`src/rtl/q_load_ctrl_pkg.sv`:
```
// rtl/q_load_ctrl_pkg.sv - shared types and sizes for the Q row loader
package q_load_ctrl_pkg;

    // Number of processing elements; one Q row per PE fills a bank.
    localparam int NUM_PES    = 4;
    localparam int Q_ELEM_W   = 16;
    localparam int Q_VECTOR_W = NUM_PES * Q_ELEM_W;

    typedef logic [Q_VECTOR_W-1:0] q_vector_t;

    typedef enum logic [1:0] {
        IDLE = 2'd0,
        LOAD = 2'd1,
        PAD  = 2'd2,
        DONE = 2'd3
    } q_load_state_t;

endpackage

```
`src/rtl/q_load_ctrl.sv`:
```
// rtl/q_load_ctrl.sv - streams Q rows from memory into the Q buffer fill bank
module q_load_ctrl
    import q_load_ctrl_pkg::*;
#(
    parameter int NUM_ROWS  = NUM_PES,
    parameter int ADDR_W    = 32,
    parameter int ROW_BYTES = 64,
    parameter int MAX_OUTST = 4,
    parameter int CNT_W     = 16
) (
    input  logic              clk,
    input  logic              rst,
    input  logic              start,
    input  logic [ADDR_W-1:0] base_addr,
    input  logic [CNT_W-1:0]  num_rows,
    output logic              busy,
    output logic              done,
    output logic              mem_req_valid,
    input  logic              mem_req_ready,
    output logic [ADDR_W-1:0] mem_req_addr,
    input  logic              mem_resp_valid,
    output logic              mem_resp_ready,
    input  q_vector_t         mem_resp_data,
    output logic              sram_write_enable,
    output q_vector_t         sram_write_data,
    input  logic              sram_ready
);

    localparam int OUT_W  = $clog2(MAX_OUTST + 1);
    localparam int BANK_W = (NUM_ROWS > 1) ? $clog2(NUM_ROWS) : 1;

    q_load_state_t     state;
    q_load_state_t     state_next;
    logic [ADDR_W-1:0] base_q;
    logic [CNT_W-1:0]  num_q;
    logic [CNT_W-1:0]  issued;
    logic [CNT_W-1:0]  written;
    logic [OUT_W-1:0]  outstanding;
    logic [BANK_W-1:0] bank_idx;
    logic [BANK_W-1:0] bank_next;

    logic can_issue;
    logic req_fire;
    logic resp_fire;
    logic wr_fire;
    logic bank_wrap;
    logic last_write;

    // Request eligibility and handshake decodes, kept outside the FSM block
    // so the next-state logic never feeds back on its own outputs.
    assign can_issue  = (state == LOAD) && (issued < num_q) &&
                        (outstanding < OUT_W'(MAX_OUTST));
    assign req_fire   = can_issue && mem_req_ready;
    assign resp_fire  = (state == LOAD) && mem_resp_valid && sram_ready;
    assign wr_fire    = (((state == LOAD) && mem_resp_valid) || (state == PAD)) && sram_ready;
    assign bank_wrap  = (bank_idx == BANK_W'(NUM_ROWS - 1));
    assign bank_next  = bank_wrap ? '0 : bank_idx + BANK_W'(1);
    assign last_write = ((written + CNT_W'(1)) == num_q);

    assign mem_req_addr = base_q + ADDR_W'(issued) * ADDR_W'(ROW_BYTES);

    // Next-state decode and per-state output drive.
    always_comb begin
        state_next        = state;
        busy              = 1'b0;
        done              = 1'b0;
        mem_req_valid     = 1'b0;
        mem_resp_ready    = 1'b0;
        sram_write_enable = 1'b0;
        sram_write_data   = '0;
        case (state)
            IDLE: begin
                if (start) begin
                    state_next = (num_rows == '0) ? DONE : LOAD;
                end
            end
            LOAD: begin
                busy              = 1'b1;
                mem_req_valid     = can_issue;
                mem_resp_ready    = sram_ready;
                sram_write_enable = mem_resp_valid;
                sram_write_data   = mem_resp_data;
                if (wr_fire && last_write) begin
                    state_next = bank_wrap ? DONE : PAD;
                end
            end
            PAD: begin
                busy              = 1'b1;
                sram_write_enable = 1'b1;
                if (wr_fire && bank_wrap) begin
                    state_next = DONE;
                end
            end
            DONE: begin
                done       = 1'b1;
                state_next = IDLE;
            end
            default: state_next = IDLE;
        endcase
    end

    // State register, job latch and progress counters.
    always_ff @(posedge clk or negedge rst) begin
        if (!rst) begin
            state       <= IDLE;
            base_q      <= '0;
            num_q       <= '0;
            issued      <= '0;
            written     <= '0;
            outstanding <= '0;
            bank_idx    <= '0;
        end else begin
            state <= state_next;
            if ((state == IDLE) && start) begin
                base_q      <= base_addr;
                num_q       <= num_rows;
                issued      <= '0;
                written     <= '0;
                outstanding <= '0;
                bank_idx    <= '0;
            end else begin
                if (req_fire) begin
                    issued <= issued + CNT_W'(1);
                end
                case ({req_fire, resp_fire})
                    2'b10:   outstanding <= outstanding + OUT_W'(1);
                    2'b01:   outstanding <= outstanding - OUT_W'(1);
                    default: outstanding <= outstanding;
                endcase
                if (wr_fire) begin
                    bank_idx <= bank_next;
                    if (state == LOAD) begin
                        written <= written + CNT_W'(1);
                    end
                end
            end
        end
    end

endmodule

```
`config.mk`:
```
export PLATFORM = sky130hd
export DESIGN_NAME = q_load_ctrl
export DESIGN_NICKNAME = d
export VERILOG_FILES = /design/src/rtl/q_load_ctrl_pkg.sv /design/src/rtl/q_load_ctrl.sv
export SDC_FILE = /design/constraint.sdc
export NUM_CORES = 1
export LEC_CHECK = 0
export ABC_AREA = 1
export CORE_ASPECT_RATIO = 0.8
export CORE_MARGIN = 3
export CORE_UTILIZATION = 30
export CTS_BUF_LIST = sky130_fd_sc_hd__clkbuf_4
export DETAILED_ROUTE_END_ITERATION = 10
export PLACE_DENSITY_LB_ADDON = 0.3
export SYNTH_ARGS = -nofsm -noshare
export SYNTH_HDL_FRONTEND = slang
export SYNTH_SLANG_ARGS = --single-unit
```
`constraint.sdc`:
```
create_clock -name clk -period 3.1 [get_ports clk]
set_input_delay 0.31 -clock clk [delete_from_list [all_inputs] [get_ports clk]]
set_output_delay 0.31 -clock clk [all_outputs]
set_load 0.01 [all_outputs]
```
==> results of run 1 <==
[registers in the layout, indices dropped and copies added (netlist names)]
signal,cells
written,16
bank_idx,2
issued,16
state,2
base_q,32
num_q,16
outstanding,3
[cell usage after synthesis, drive strengths merged, types with 3 or more instances]
cell type  instances  area share
clkbuf            21       0.012
xor2              24       0.033
xnor2             10       0.014
dfrtp             87        0.34
inv              166       0.097
nand2            343        0.20
nand3             61       0.047
o31ai              3      0.0035
a21oi             28       0.022
buf               10      0.0097
nor4               9      0.0088
ha                39       0.076
nand4             15       0.015
nand3b             3      0.0035
o21ai             52       0.042
o22ai             11       0.011
nor2              55       0.036
nor3              12      0.0093
[metal layers]
metal / part of all wire / vias to the layer above
met5: 0 / -
met4: 0.013 / 0
met3: 0.049 / 24
met2: 0.42 / 197
met1: 0.52 / 3069
li1: - / 3463
[per-stage QoR]
stage               setup WS (ps)  instances
global route                -85.7       1469
detailed placement            103       1434
CTS                          4.86       1463
floorplan                     704        963
finish                        121       1469
global placement              168       1434
[path summary, 6_finish.rpt]
path	endpoint	cells after the start
worst min-delay path	num_q[8]	2
worst max-delay path	mem_req_addr[20]	11
max in group asynchronous	issued[14]	3
worst min register to register	base_q[2]	2
worst max register to register	outstanding[2]	18
min in group clk	base_q[8]	3
[critical path, stage by stage (launching register included)]
cell and delay (ps):
dfrtp_1 390, ha_2 170, inv_2 60, fa_2 420, nor3_2 140, nor2_2 70, o21ai_2 190, buf_6 140
a31oi_2 90, o21bai_1 160, xor2_1 190, buf_2 170
[timing repair]
item	4_1_cts	5_1_grt
hold endpoints to repair	87	0
endpoints found under the setup margin	17	20
setup buffers	12	6
pin swaps	4	12
gates resized for setup	37	33
hold buffers	1	0
[power groups by stage]
stage / clock network (mW) / logic [mW] / registers, mW
after global placement: 0 / 4.01 / 1.81
after floorplan: 0 / 2.19 / 1.74
after global routing: 0.818 / 4.55 / 1.88
final: 0.733 / 4.09 / 1.83
after CTS: 0.765 / 4.03 / 1.81
after detailed placement: 0 / 4.01 / 1.81
[final cells by class]
type	count	share of cell area
Multi-Input combinational cell	679	0.391
Sequential cell	87	0.232
Clock inverter	7	0.00892
Clock buffer	9	0.00719
Inverter	166	0.0663
Timing Repair Buffer	252	0.259
Tap cell	269	0.0358
[logic make-up (layout without fill, tap and decap cells)]
family | after synthesis | count (layout) | synth area share
xor+xnor | 34 | 34 | 0.0463
simple gates | 502 | 502 | 0.327
buf+inv | 197 | 434 | 0.119
flops | 87 | 87 | 0.339
compound gates | 102 | 102 | 0.0874
fa+ha+maj | 41 | 41 | 0.0821
==> flow_summary_export.csv, run 1 <==
group,metric,value,unit
synth,synth-seq-cells,87,
power_and_ir_drop,seqPwrFrac,0.275,
cells_and_area,nNetsFinal,1354,
clock_network,clk_pin_slew_worst_paths,170,ps
clock_network,cts_sinks,87,
synth,ys_warn_count,0,
cells_and_area,finalInstanceArea,9400,sq um
global_routing,gr-usage-met1,0.288,
worst_setup_path,startpoint,"issued[0]",
power_and_ir_drop,finalPower,6.65,mW
timing,worst_pin_slew,650,ps
routing,wirelength,21500,um
global_routing,track_usage,0.182,
cells_and_area,final_cell_mix,"nand2_1, clkdlybuf4s50_1, inv_1",
place,dp_hpwl,16500,um
job,drv_cap,0,
timing,maxSlewViolCount,0,
cells_and_area,n_antenna_cell,0,
die,dieWidth,170,um
die,coreArea,20900,sq um
clock_network,cts.path.max_buffers,2,
cells_and_area,multiInputGateArea,3670,sq um
cells_and_area,layout_commonest_cell,"nand2_1",
timing,holdWs,179,ps
cells_and_area,synthToLayoutAreaGrowth,46.2,%
synth,synth_cell_types,38,
cells_and_area,post-route-util,0.450,
timing,fin_skew,28.7,ps
die,die_h,137,um
routing,drc_errors,0,
worst_setup_path,cp.arrival,2670,ps
die,fp-row-count,47,
timing,hold_viol_final,0,
routing,num_vias,6753,
place,io_buffers,218,
die,ioPinCount,219,
power_and_ir_drop,p_sw,3.04,mW
timing,rsz0062_at_grt,"yes",
synth,syn_nets,1122,
routing,ant_nets,0,
synth,synthCells,963,
die,start_util,0.308,
worst_setup_path,startpoint_type,"register",
synth,yosysSeqAreaShare,0.339,
routing,wl_per_cell,14.7,um
power_and_ir_drop,internal_power,3.61,mW
worst_setup_path,cp.required,2790,ps
worst_setup_path,timing.rr.start,"issued[5]",
place,routabilityCongestion,0.892,
global_routing,antenna_found_initial,0,
global_routing,top_usage_layer,"met1",
clock_network,cts_made_buffers,9,
timing,finalSetupViolCount,0,
routing,dr.pass1.iters,4,
worst_setup_path,r2r_slack,320,ps
clock_network,htree_levels,3,
timing,tns,0,ps
place,placed_area,8950,sq um
global_routing,grt_overflow,0,
die,die_area,23200,sq um
synth,syn_area,6430,sq um
synth,ys.flop_type,"dfrtp_1",
global_routing,globalRouteMet3Util,0.0315,
synth,async_flop_share,1.00,
clock_network,insertion_delay,500,ps
synth,synthesis.area_per_instance,6.68,sq um
timing,relSlewSlack,0.563,
power_and_ir_drop,clkPwrFrac,0.110,
routing,drt_iter0_markers,427,
worst_setup_path,critPathMaxFanout,3,
clock_network,cts_tree,"yes",
timing,period_minus_slack,2980,ps
power_and_ir_drop,peakVddDrop,0.581,mV
worst_hold_path,min_path_type,"input pin to asynchronous set/reset pin",
global_routing,grt_pass1_wl,33500,um
cells_and_area,n_fill_cell,2141,
cells_and_area,seq_area,2180,sq um
worst_setup_path,worstSetupEndpointType,"output port",
global_routing,grt_pass1_vias,6365,
global_routing,grt_max_degree,79,
run_status,status,"finished, final reports clean",
power_and_ir_drop,p_sw_frac,0.457,
power_and_ir_drop,leakagePower,4.82,nW
power_and_ir_drop,p_per_area,707,nW/um^2
synth,synth_edf_count,0,
worst_setup_path,path_class,"register to output port",
power_and_ir_drop,p_comb_frac,0.615,
timing,fin_crit_sh,0.961,
cells_and_area,drive_above_1_share,0.0900,
global_routing,use_met2,0.253,
timing,max_freq,0.336,GHz
routing,vias_per_cell,4.60,
clock_network,root_buffer,"clkbuf_4",
Note: power is estimated with default switching activity, not from simulation.
==> inputs of run 2 (changes only) <==
- PLACE_DENSITY_LB_ADDON: 0.3 -> not set
==> run 2 against run 1 <==
Effect of this change:
- first-iteration DRC count decreased by 7.5%
- utilization is 0.52 points lower
- non-clock buffer count down 9
- sequential power barely moved
- maximum frequency shrank 1.8%
- clock power rose by 8.2%
- critical path depth grew 1
- clock skew is 11 ps higher
- sequential share of layout area up 0.28 points
==> flow_summary_export.csv, run 2 (synthesis gave the netlist of run 1 again) <==
group,metric,value,unit
run_status,status,"finished, final reports clean",
cells_and_area,finalInstanceArea,9290,sq um
routing,topRoutingLayerUsed,"met4",
worst_setup_path,cpMaxStageDelayCell,"dfrtp_1",
place,dp_hpwl,15900,um
die,ioPinCount,219,
power_and_ir_drop,peakVddDrop,0.333,mV
clock_network,root_buffer,"clkbuf_4",
clock_network,htree_levels,3,
die,fp-row-count,47,
cells_and_area,seq_area,2180,sq um
timing,finalSetupViolCount,0,
worst_setup_path,startpoint_type,"register",
cells_and_area,synthToLayoutAreaGrowth,44.5,%
place,dp.cells,1434,
routing,dr.pass1.iters,5,
worst_setup_path,timing.rr.start,"issued[5]",
routing,vias_per_cell,4.52,
power_and_ir_drop,leakagePower,4.78,nW
routing,drt_iter0_markers,395,
worst_setup_path,critPathMaxFanout,4,
worst_setup_path,worstSetupEndpointType,"output port",
cells_and_area,stdcell_count,1460,
die,die_h,137,um
cells_and_area,n_fill_cell,2117,
worst_setup_path,crit_path_frequent_cell,"nand2_1",
routing,ant_nets,0,
power_and_ir_drop,finalPower,6.55,mW
worst_setup_path,r2r_slack,380,ps
worst_setup_path,cp.arrival,2720,ps
clock_network,cts_made_buffers,9,
cells_and_area,largest_reg_flops,32,
worst_setup_path,cp.required,2790,ps
clock_network,cts_sinks,87,
timing,rsz0062_at_grt,"yes",
routing,wirelength,20600,um
routing,wl_met1,10500,um
cells_and_area,top_register,"base_q",
cells_and_area,nNetsFinal,1345,
timing,worst_pin_slew,1010,ps
worst_hold_path,holdPathEnd,"base_q[9]",
job,drv_cap,0,
routing,wl_per_cell,14.1,um
worst_hold_path,hold_depth,3,
worst_setup_path,rr_endpoint,"outstanding[2]",
cells_and_area,final_cell_mix,"nand2_1, clkdlybuf4s50_1, inv_1",
timing,max_freq,0.330,GHz
clock_network,clk_pin_slew_worst_paths,170,ps
die,dieWidth,170,um
worst_setup_path,startpoint,"issued[2]",
global_routing,grt_pass1_wl,32700,um
global_routing,track_usage,0.174,
die,coreArea,20900,sq um
power_and_ir_drop,p_per_area,705,nW/um^2
routing,drc_errors,0,
worst_setup_path,slowest_delay,460,ps
global_routing,antenna_found_initial,0,
timing,fin_ws,67.1,ps
cells_and_area,drive_above_1_share,0.0814,
global_routing,grt_overflow,0,
worst_hold_path,worstHoldStart,"base_addr[9]",
worst_setup_path,rr_worst_depth,18,
timing,maxSlewViolCount,0,
timing,fin_skew,39.3,ps
clock_network,cts.path.max_buffers,2,
timing,relSlewSlack,0.330,
place,place_ws,166,ps
cells_and_area,multiInputGateArea,3640,sq um
place,routabilityCongestion,0.902,
timing,period_minus_slack,3030,ps
worst_setup_path,path_class,"register to output port",
routing,num_vias,6595,
clock_network,insertion_delay,500,ps
timing,hold_viol_final,0,
cells_and_area,post-route-util,0.445,
place,placed_area,8920,sq um
cells_and_area,n_antenna_cell,0,
routing,dr_wl_met3,951,um
timing,fin_crit_sh,0.978,
cells_and_area,layout_commonest_cell,"nand2_1",
global_routing,grt_max_degree,75,
die,start_util,0.308,
worst_setup_path,path_cells,"ha_1 -> a21oi_1 -> o21ai_2 -> nand2_1 -> nand2b_1 -> nand2_1 -> nand2_1 -> a21oi_2 -> o21ai_2 -> nand2_1 -> xor2_1 -> dlygate4sd2_1",
routing,routed-wl-met2,9080,um
clock_network,cts_tree,"yes",
die,die_area,23200,sq um
global_routing,grt_pass1_vias,6338,
place,io_buffers,218,
worst_hold_path,min_path_type,"input pin to register",
==> run 2: cell count changes in the layout (fill, tap and decap cells not counted), sizes merged <==
cell           delta
bufinv            +1
inv               -2
clkdlybuf4s50     -1
clkbuf            +3
clkinv            +2
clkdlybuf4s15     -1
clkinvlp          -1
buf              -10
==> run 2: routing by layer <==
layer  vias up  GRT usage
met5         -          0
met4         0     0.0291
met3        15     0.0355
met2       150      0.257
met1      2980      0.265
li1       3450          -
==> run 2: how the worst max path moves through the flow <==
stage,to,slack [ps]
global placement,mem_req_addr[26],210
global route,mem_req_addr[27],-90
CTS,mem_req_addr[27],2
finish,mem_req_addr[27],70
detailed placement,mem_req_addr[28],170
floorplan,outstanding[2],700
==> run 2: timing repair <==
action / 4_1_cts / 5_1_grt
gates resized for setup: 38 / 32
hold buffers: 1 / 0
endpoints found under the setup margin: 17 / 32
pin swaps: 4 / 6
setup buffers: 6 / 3
endpoints found under the hold margin: 56 / 0
gates cloned: 0 / 0
==> run 2: final cells by class <==
| cell class | instances | share of cell area |
|---|---|---|
| Clock buffer | 9 | 0.00727 |
| Clock inverter | 7 | 0.0110 |
| Inverter | 166 | 0.0671 |
| Multi-Input combinational cell | 679 | 0.392 |
| Sequential cell | 87 | 0.235 |
| Tap cell | 269 | 0.0362 |
| Timing Repair Buffer | 243 | 0.252 |
==> run 2: metrics by stage <==
step	hold slack (ps)	setup TNS (ps)
4_1_cts	276	0
5_1_grt	286	-140
2_1_floorplan	14.4	0
3_3_place_gp	469	0
6_report	319	0
3_5_place_dp	468	0
==> run 2: power breakdown <==
group,internal [mW],switching (mW)
combinational,1.77,2.16
sequential,1.50,0.328
clock,0.338,0.455
==> run 2: critical path, delay by kind of cell, from the launching register on <==
family | cells | cell delay [ps]
AO/OA/AOI/OAI | 4 | 620
flip-flops | 1 | 460
AND/OR/NAND/NOR | 5 | 380
adder cells (fa/ha/maj) | 1 | 350
buffers and inverters | 1 | 290
XOR/XNOR | 1 | 150
